### src/rtl/cfs_apb_pkg.sv
// Shared types and width limits for the CFS APB arbitrating master.
package cfs_apb_pkg;

    typedef enum logic [1:0] {
        IDLE   = 2'd0,
        SETUP  = 2'd1,
        ACCESS = 2'd2,
        RESP   = 2'd3
    } cfs_apb_arb_state_t;

    localparam int CFS_APB_MAX_ADDR_WIDTH = 16;
    localparam int CFS_APB_MAX_DATA_WIDTH = 32;

endpackage

### src/rtl/cfs_rr_arbiter.sv
// Combinational round-robin arbiter: the search starts just after the last
// granted index and wraps, so every requester is reached within N grants.
module cfs_rr_arbiter #(
    parameter int N  = 4,
    parameter int IW = (N > 1) ? $clog2(N) : 1
) (
    input  logic [N-1:0]  req_i,
    input  logic [IW-1:0] last_grant_i,
    output logic [N-1:0]  grant_o,
    output logic [IW-1:0] grant_idx_o,
    output logic          any_o
);

    logic [IW-1:0] idx;

    always_comb begin
        grant_o     = '0;
        grant_idx_o = '0;
        any_o       = 1'b0;
        idx         = '0;
        for (int k = 1; k <= N; k++) begin
            idx = IW'((int'(last_grant_i) + k) % N);
            if (!any_o && req_i[idx]) begin
                any_o       = 1'b1;
                grant_o[idx] = 1'b1;
                grant_idx_o = idx;
            end
        end
    end

endmodule

### src/rtl/cfs_apb_arb_master.sv
// Shares one APB master port between NUM_REQ requesters with round-robin
// arbitration, SETUP/ACCESS sequencing and an ACCESS-phase timeout.
module cfs_apb_arb_master
    import cfs_apb_pkg::*;
#(
    parameter int NUM_REQ        = 4,
    parameter int ADDR_WIDTH     = 16,
    parameter int DATA_WIDTH     = 32,
    parameter int TIMEOUT_CYCLES = 16
) (
    input  logic                          pclk,
    input  logic                          preset_n,
    input  logic [NUM_REQ-1:0]            req_valid,
    input  logic [NUM_REQ-1:0]            req_write,
    input  logic [NUM_REQ*ADDR_WIDTH-1:0] req_addr,
    input  logic [NUM_REQ*DATA_WIDTH-1:0] req_wdata,
    output logic [NUM_REQ-1:0]            req_ready,
    output logic [NUM_REQ-1:0]            rsp_valid,
    output logic [DATA_WIDTH-1:0]         rsp_rdata,
    output logic                          rsp_err,
    output logic                          psel,
    output logic                          penable,
    output logic                          pwrite,
    output logic [ADDR_WIDTH-1:0]         paddr,
    output logic [DATA_WIDTH-1:0]         pwdata,
    input  logic                          pready,
    input  logic                          pslverr,
    input  logic [DATA_WIDTH-1:0]         prdata
);

    localparam int IW = $clog2(NUM_REQ);
    localparam int CW = $clog2(TIMEOUT_CYCLES + 1);

    cfs_apb_arb_state_t state_q, state_d;

    logic [IW-1:0]         last_grant_q;
    logic [IW-1:0]         gidx_q;
    logic [CW-1:0]         cnt_q, cnt_d;
    logic                  psel_q, penable_q, pwrite_q;
    logic [ADDR_WIDTH-1:0] paddr_q;
    logic [DATA_WIDTH-1:0] pwdata_q, rdata_q;
    logic                  err_q;

    logic [NUM_REQ-1:0]    arb_grant;
    logic [IW-1:0]         arb_idx;
    logic                  arb_any;
    logic                  accept, timeout;
    logic                  sel_write;
    logic [ADDR_WIDTH-1:0] sel_addr;
    logic [DATA_WIDTH-1:0] sel_wdata;

    cfs_rr_arbiter #(
        .N  (NUM_REQ),
        .IW (IW)
    ) u_arb (
        .req_i        (req_valid),
        .last_grant_i (last_grant_q),
        .grant_o      (arb_grant),
        .grant_idx_o  (arb_idx),
        .any_o        (arb_any)
    );

    always_comb begin
        sel_write = 1'b0;
        sel_addr  = '0;
        sel_wdata = '0;
        for (int i = 0; i < NUM_REQ; i++) begin
            if (arb_grant[i]) begin
                sel_write = req_write[i];
                sel_addr  = req_addr[i*ADDR_WIDTH +: ADDR_WIDTH];
                sel_wdata = req_wdata[i*DATA_WIDTH +: DATA_WIDTH];
            end
        end
    end

    assign accept  = (state_q == IDLE) && arb_any;
    assign timeout = (cnt_d == CW'(TIMEOUT_CYCLES));

    always_comb begin
        state_d   = state_q;
        cnt_d     = '0;
        req_ready = '0;
        rsp_valid = '0;
        case (state_q)
            IDLE: begin
                if (arb_any) begin
                    req_ready = arb_grant;
                    state_d   = SETUP;
                end
            end
            SETUP:  state_d = ACCESS;
            ACCESS: begin
                cnt_d = cnt_q + CW'(1);
                // A late pready on the final allowed cycle still wins over the timeout.
                if (pready || timeout) begin
                    state_d = RESP;
                end
            end
            RESP: begin
                rsp_valid[gidx_q] = 1'b1;
                state_d           = IDLE;
            end
            default: state_d = IDLE;
        endcase
    end

    always_ff @(posedge pclk or negedge preset_n) begin
        if (!preset_n) begin
            state_q <= IDLE;
            cnt_q   <= '0;
        end else begin
            state_q <= state_d;
            cnt_q   <= cnt_d;
        end
    end

    always_ff @(posedge pclk or negedge preset_n) begin
        if (!preset_n) begin
            last_grant_q <= IW'(NUM_REQ - 1);
            gidx_q       <= '0;
            psel_q       <= 1'b0;
            penable_q    <= 1'b0;
            pwrite_q     <= 1'b0;
            paddr_q      <= '0;
            pwdata_q     <= '0;
            rdata_q      <= '0;
            err_q        <= 1'b0;
        end else begin
            psel_q    <= (state_d == SETUP) || (state_d == ACCESS);
            penable_q <= (state_d == ACCESS);
            if (accept) begin
                last_grant_q <= arb_idx;
                gidx_q       <= arb_idx;
                pwrite_q     <= sel_write;
                paddr_q      <= sel_addr & ~ADDR_WIDTH'(3);
                pwdata_q     <= sel_wdata;
            end
            if (state_q == ACCESS) begin
                if (pready) begin
                    err_q   <= pslverr;
                    rdata_q <= pwrite_q ? '0 : prdata;
                end else if (timeout) begin
                    err_q   <= 1'b1;
                    rdata_q <= '0;
                end
            end
        end
    end

    assign psel      = psel_q;
    assign penable   = penable_q;
    assign pwrite    = pwrite_q;
    assign paddr     = paddr_q;
    assign pwdata    = pwdata_q;
    assign rsp_rdata = rdata_q;
    assign rsp_err   = err_q;

endmodule
### config.mk
export PLATFORM = sky130hd
export DESIGN_NAME = cfs_apb_arb_master
export DESIGN_NICKNAME = d
export VERILOG_FILES = /design/src/rtl/cfs_apb_pkg.sv /design/src/rtl/cfs_rr_arbiter.sv /design/src/rtl/cfs_apb_arb_master.sv
export SDC_FILE = /design/constraint.sdc
export NUM_CORES = 1
export LEC_CHECK = 0
export CAP_MARGIN = 20
export CORE_AREA = 2 2 152 117
export DETAILED_ROUTE_END_ITERATION = 6
export DIE_AREA = 0 0 154 119
export GPL_TIMING_DRIVEN = 1
export HOLD_SLACK_MARGIN = 0.05
export PLACE_DENSITY_LB_ADDON = 0.15
export SETUP_SLACK_MARGIN = 0.3
export SYNTH_ARGS = -nofsm -noshare
export SYNTH_HDL_FRONTEND = slang
export SYNTH_SLANG_ARGS = --single-unit
### constraint.sdc
create_clock -name pclk -period 4.14 [get_ports pclk]
set_clock_uncertainty 0.15 [all_clocks]
set_input_delay 1.035 -clock pclk [delete_from_list [all_inputs] [get_ports pclk]]
set_output_delay 1.035 -clock pclk [all_outputs]
set_load 0.1 [all_outputs]
# Word-level counts from Yosys, hierarchy flattened
# Cells that the tools add are included.
# word_totals
register_bits,93
output_inout_bits,92
word_cells,106
# classes
add_sub_neg,5
n_lt_le_gt_ge,10
eq_ne,6
mux,54
bitwise_logic,3
n_reduce_logical,17
# op_table
cell,n
$mux W32,7
$mux W16,4
$mux W4,7
$mux W1,19
$lt A2 B3 Y1 const B,5
$mux W2,6
$or A4 B4 Y4,3
$demux W1 S2,5
$ge A2 B1 Y1 const B,5
$logic_and A1 B1 Y1,9
$bmux W1 S2,4
$pmux W2 S4,1
$eq A2 B2 Y1 const B,3
$add A5 B1 Y5 const B,1
$eq A5 B5 Y1 const B,1
$mux W5,1
$add A2 B1 Y2 const B,2
$add A2 B2 Y2 const B,2
$eq A2 B1 Y1 const B,2
$logic_not A1 Y1,3
$logic_not A2 Y1,1
$logic_or A1 B1 Y1,2
$reduce_and A2 Y1,1
$reduce_bool A2 Y1,1

# Longest topological paths before layout
# Gate-level depths: netlist of the first run.
# logic_depth
depth_word,17
mapped_depth,12

# Cells and area by module
# A second synthesis of the first run with hierarchy kept.
# unflattened
hier_cells,692
area_unflattened_um2,5899.4
# modules_own_cells
mod,instances,cells_each,area_per_inst_um2
cfs_apb_arb_master,1,624,5373.9
cfs_rr_arbiter,1,68,525.5

# Least setup slack after synthesis of the first run
# No wires, ideal clock.
# synth_timing
path_kind,input port to output port
from,input port req_valid[2]
to,output port req_ready[1]
arrival_time_ns,3.850
required_time_ns,2.955
setup_slack_ns,-0.895
cell_stages,6
path_buffers,2
cell_sequence,buf_2 mux4_2 or4b_1 and3_4 clkbuf_1 nor2_1
# synth_via
elab_chain_cells,14
word_cells_on_any_way,27
# synth_lines
item,line_no,source
start: declaration,cfs_apb_arb_master.sv:13,"input logic [NUM_REQ-1:0] req_valid,"
$bmux W1 S2,cfs_rr_arbiter.sv:23,if (!any_o && req_i[idx]) begin
$mux W1 (implied by the code),cfs_rr_arbiter.sv:23,
$mux W1,cfs_rr_arbiter.sv:23,
$logic_not A1 Y1,cfs_rr_arbiter.sv:23,
$logic_and A1 B1 Y1,cfs_rr_arbiter.sv:23,
$mux W1,cfs_rr_arbiter.sv:23,
$logic_not A1 Y1,cfs_rr_arbiter.sv:23,
$logic_and A1 B1 Y1,cfs_rr_arbiter.sv:23,
$mux W1,cfs_rr_arbiter.sv:23,
$logic_not A1 Y1,cfs_rr_arbiter.sv:23,
$logic_and A1 B1 Y1,cfs_rr_arbiter.sv:23,
$mux W4 or $mux W1 (tied branches),cfs_rr_arbiter.sv:23,
$mux W4 *,cfs_apb_arb_master.sv:86,if (arb_any) begin
$mux W4 *,cfs_apb_arb_master.sv:84,case (state_q)
end: declaration,cfs_apb_arb_master.sv:17,"output logic [NUM_REQ-1:0] req_ready,"
# Mark *: on every way between the ends. The rest lies on a longest branch, timed or not. The select of a mux whose other input is x is not followed.

# Worst setup path after layout of the first run
# layout_timing
from,input port req_valid[3]
to,output port req_ready[1]
# Same word-level chain as after synthesis.

==> results of run 1 <==
## metrics by stage
stage | utilization | setup WS, ns | instance area [sq um] | instances
2_1_floorplan | - | -0.0641 | 5880 | 724
6_report | 0.582 | 0.306 | 9950 | 1262
3_3_place_gp | 0.556 | -0.195 | 9490 | 1239
5_1_grt | 0.582 | 0.262 | 9950 | 1262
3_5_place_dp | 0.556 | -0.230 | 9490 | 1239
4_1_cts | 0.580 | 0.308 | 9910 | 1260
## cells in the final DEF (no fill, tap or decap), types with 3 or more instances in the layout
cell	Yosys	routed
a31oi_1	49	48
o22ai_1	47	47
buf_12	0	6
nand2_1	82	81
clkinv_4	0	3
clkdlybuf4s50_1	0	304
buf_4	2	58
nand3_1	36	36
a311oi_1	47	47
nor2b_1	6	4
nand2b_1	4	3
buf_6	4	9
ha_1	13	12
clkbuf_16	0	9
dfrtp_1	91	91
o21ai_1	2	5
inv_1	55	55
o21ai_0	59	55
and2_1	6	4
nor2_1	54	52
a21oi_1	49	49
## cell families after synthesis
kind of cell / synth area share
muxes: 0.0149
and+or+nand+nor: 0.156
other: 0.000645
DFF: 0.401
adders and majority gates: 0.0280
xor gates and xnor gates: 0.00452
buffers and inverters: 0.0949
AOI/OAI and AO/OA: 0.300
## path summary, 6_finish.rpt
| path | from | to | slack, ns | cells past startpoint |
|---|---|---|---|---|
| worst min-delay path | rsp_rdata[14] | rsp_rdata[14] | 0.32 | 2 |
| worst min register to register | rsp_rdata[14] | rsp_rdata[14] | 0.32 | 2 |
| worst max register to register | last_grant_q[0] | paddr[3] | 0.80 | 9 |
| max in group asynchronous | preset_n | last_grant_q[0] | 2.37 | 2 |
| min in group asynchronous | preset_n | rsp_rdata[20] | 0.60 | 1 |
| worst max-delay path | req_valid[3] | req_ready[1] | 0.31 | 7 |
## critical path, delay by kind of cell
kind / cells / cell delay (ns)
AOI/OAI and AO/OA: 1 / 0.24
buffers and inverters: 2 / 0.29
and+or+nand+nor: 4 / 1.08
## layout make-up
cell class | instances | area [sq um] | share of cell area
Timing Repair Buffer | 379 | 3730 | 0.375
Multi-Input combinational cell | 499 | 3070 | 0.309
Sequential cell | 93 | 2330 | 0.234
Tap cell | 220 | 275 | 0.0277
Clock buffer | 10 | 239 | 0.0240
Inverter | 55 | 206 | 0.0208
Clock inverter | 6 | 95.1 | 0.00956
## timing repair
item / 4_1_cts / 5_1_grt
gates resized for setup: 34 / 8
pin swaps: 10 / 2
buffers inserted: 5 / 2
setup endpoints to repair: 4 / 4
## sequential cells by signal (all words and copies together), names as in the netlist
name,flops
pwrite,1
cnt_q,5
psel,1
pwdata,32
rsp_err,1
gidx_q,2
rsp_rdata,32
paddr,14
last_grant_q,2
penable,1
state_q,2
## metal layers
metal | wire length, um | GRT usage | vias to the layer above
met2 | 11400 | 0.428 | 296
met3 | 2000 | 0.0611 | 41
met4 | 653 | 0.0923 | 0
met5 | 0 | 0 | -
met1 | 10700 | 0.363 | 3325
li1 | - | - | 3251
==> run summary, run 1 <==
status = complete, no violations
IO Port Bufs = 317
slew margin rel. = 0.295
Seq/Total Area, Yosys = 0.401
CTS Buf Count = 9
leading cell types by total area after synthesis = dfrtp_1, a311oi_1, nand2_1
post-DP HPWL = 16.9 mm
# setup viols final = 0
Area growth, synth to finish = 71.2%
worst-path cell chain = buf_6, or2_4, o221a_4, or4b_4, and3_4, nor2_4, buf_12
Synth cell types = 56
crit-path max cell delay = 0.54 ns
period utilisation layout = 0.926
Hold Violations, Final = 0
unrepaired setup endpoints after global routing = true
DIE HEIGHT = 119 um
hold bufs inserted after CTS = 0
Bufs on Longest Clock Path = 2
critical path's slowest cell = or4b_4
IO Count = 328
antenna viol nets, final = 0
wire per inst = 19.6 um
top-count cell post-synth = dfrtp_1
Fin Setup TNS = 0 ns
max-cap violation count = 0
Initial Util = 0.340
CTS tree = yes
row count = 42
Avg Inst Size Synth = 8.04 sq um
Synth async-reset ratio = 1.00
crit path DAT = 2.65 ns
Post-synth top flop = dfrtp_1
CTS clock-pin slew for the worst setup and hold paths = 0.07 ns
Synth Instances = 723
crit-path max FO = 6
yosys warns = 0
CP required = 2.95 ns
Hold WS = 0.316 ns
die footprint = 18300 sq um
Worst Tran Pin Value = 1.05 ns
post-synth top area cell = dfrtp_1
vias in the first global route = 6906
vias per std cell = 5.48
CP startpoint kind = primary input
DRC viols = 0
Max Fclk = 0.261 GHz
Remaining Overflow, GRT = 0
fin crit period = 3.83 ns
first-pass GRT wire length = 38.8 mm
Post-Syn Area = 5810 sq um
hold crit path type = flip-flop to flip-flop
DRT Wirelength = 24.8 mm
pin count of the biggest net entering global routing = 57
Core Box Area = 17100 sq um
#FFs+latches synth = 93
most common library cells after synthesis = dfrtp_1, nand2_1, o21ai_0, inv_1, nor2_1
Total GRT Usage = 0.269
Max Slew Vio Count = 0
initial DRC count = 455
die width = 154 um
clk_lat worst skew = 0.34 ns
Crit. End Element = primary output
worst setup path class = primary input to primary output
number of diodes = 0
Post-synth EDFFs = 0
top cell type's share of synthesized area = 0.392
Sink Count = 93
routed vias = 6913
# H-tree levels = 3
GP Congestion = 0.887
nets = 1286
DR pass1 iterations = 5
initial antenna violation count = 0
CTS root buf = clkbuf_16
layout cells sized above 1 = 0.117
Fillers = 1552
Power of run 1 is not shown: default switching activity piles up to over one toggle a cycle in this logic, so the estimate is an artifact.
==> inputs of run 2 (changes only) <==
--- a/config.mk
+++ b/config.mk
@@ -5,8 +5,8 @@
 export SDC_FILE = /design/constraint.sdc
 export NUM_CORES = 1
 export LEC_CHECK = 0
-export CAP_MARGIN = 20
 export CORE_AREA = 2 2 152 117
+export CTS_CLUSTER_DIAMETER = 80
 export DETAILED_ROUTE_END_ITERATION = 6
 export DIE_AREA = 0 0 154 119
 export GPL_TIMING_DRIVEN = 1
==> results of run 2 <==
Same layout as run 1: the final DEF is identical, and so are final timing and power.
Power of run 2 is left out for the same reason.
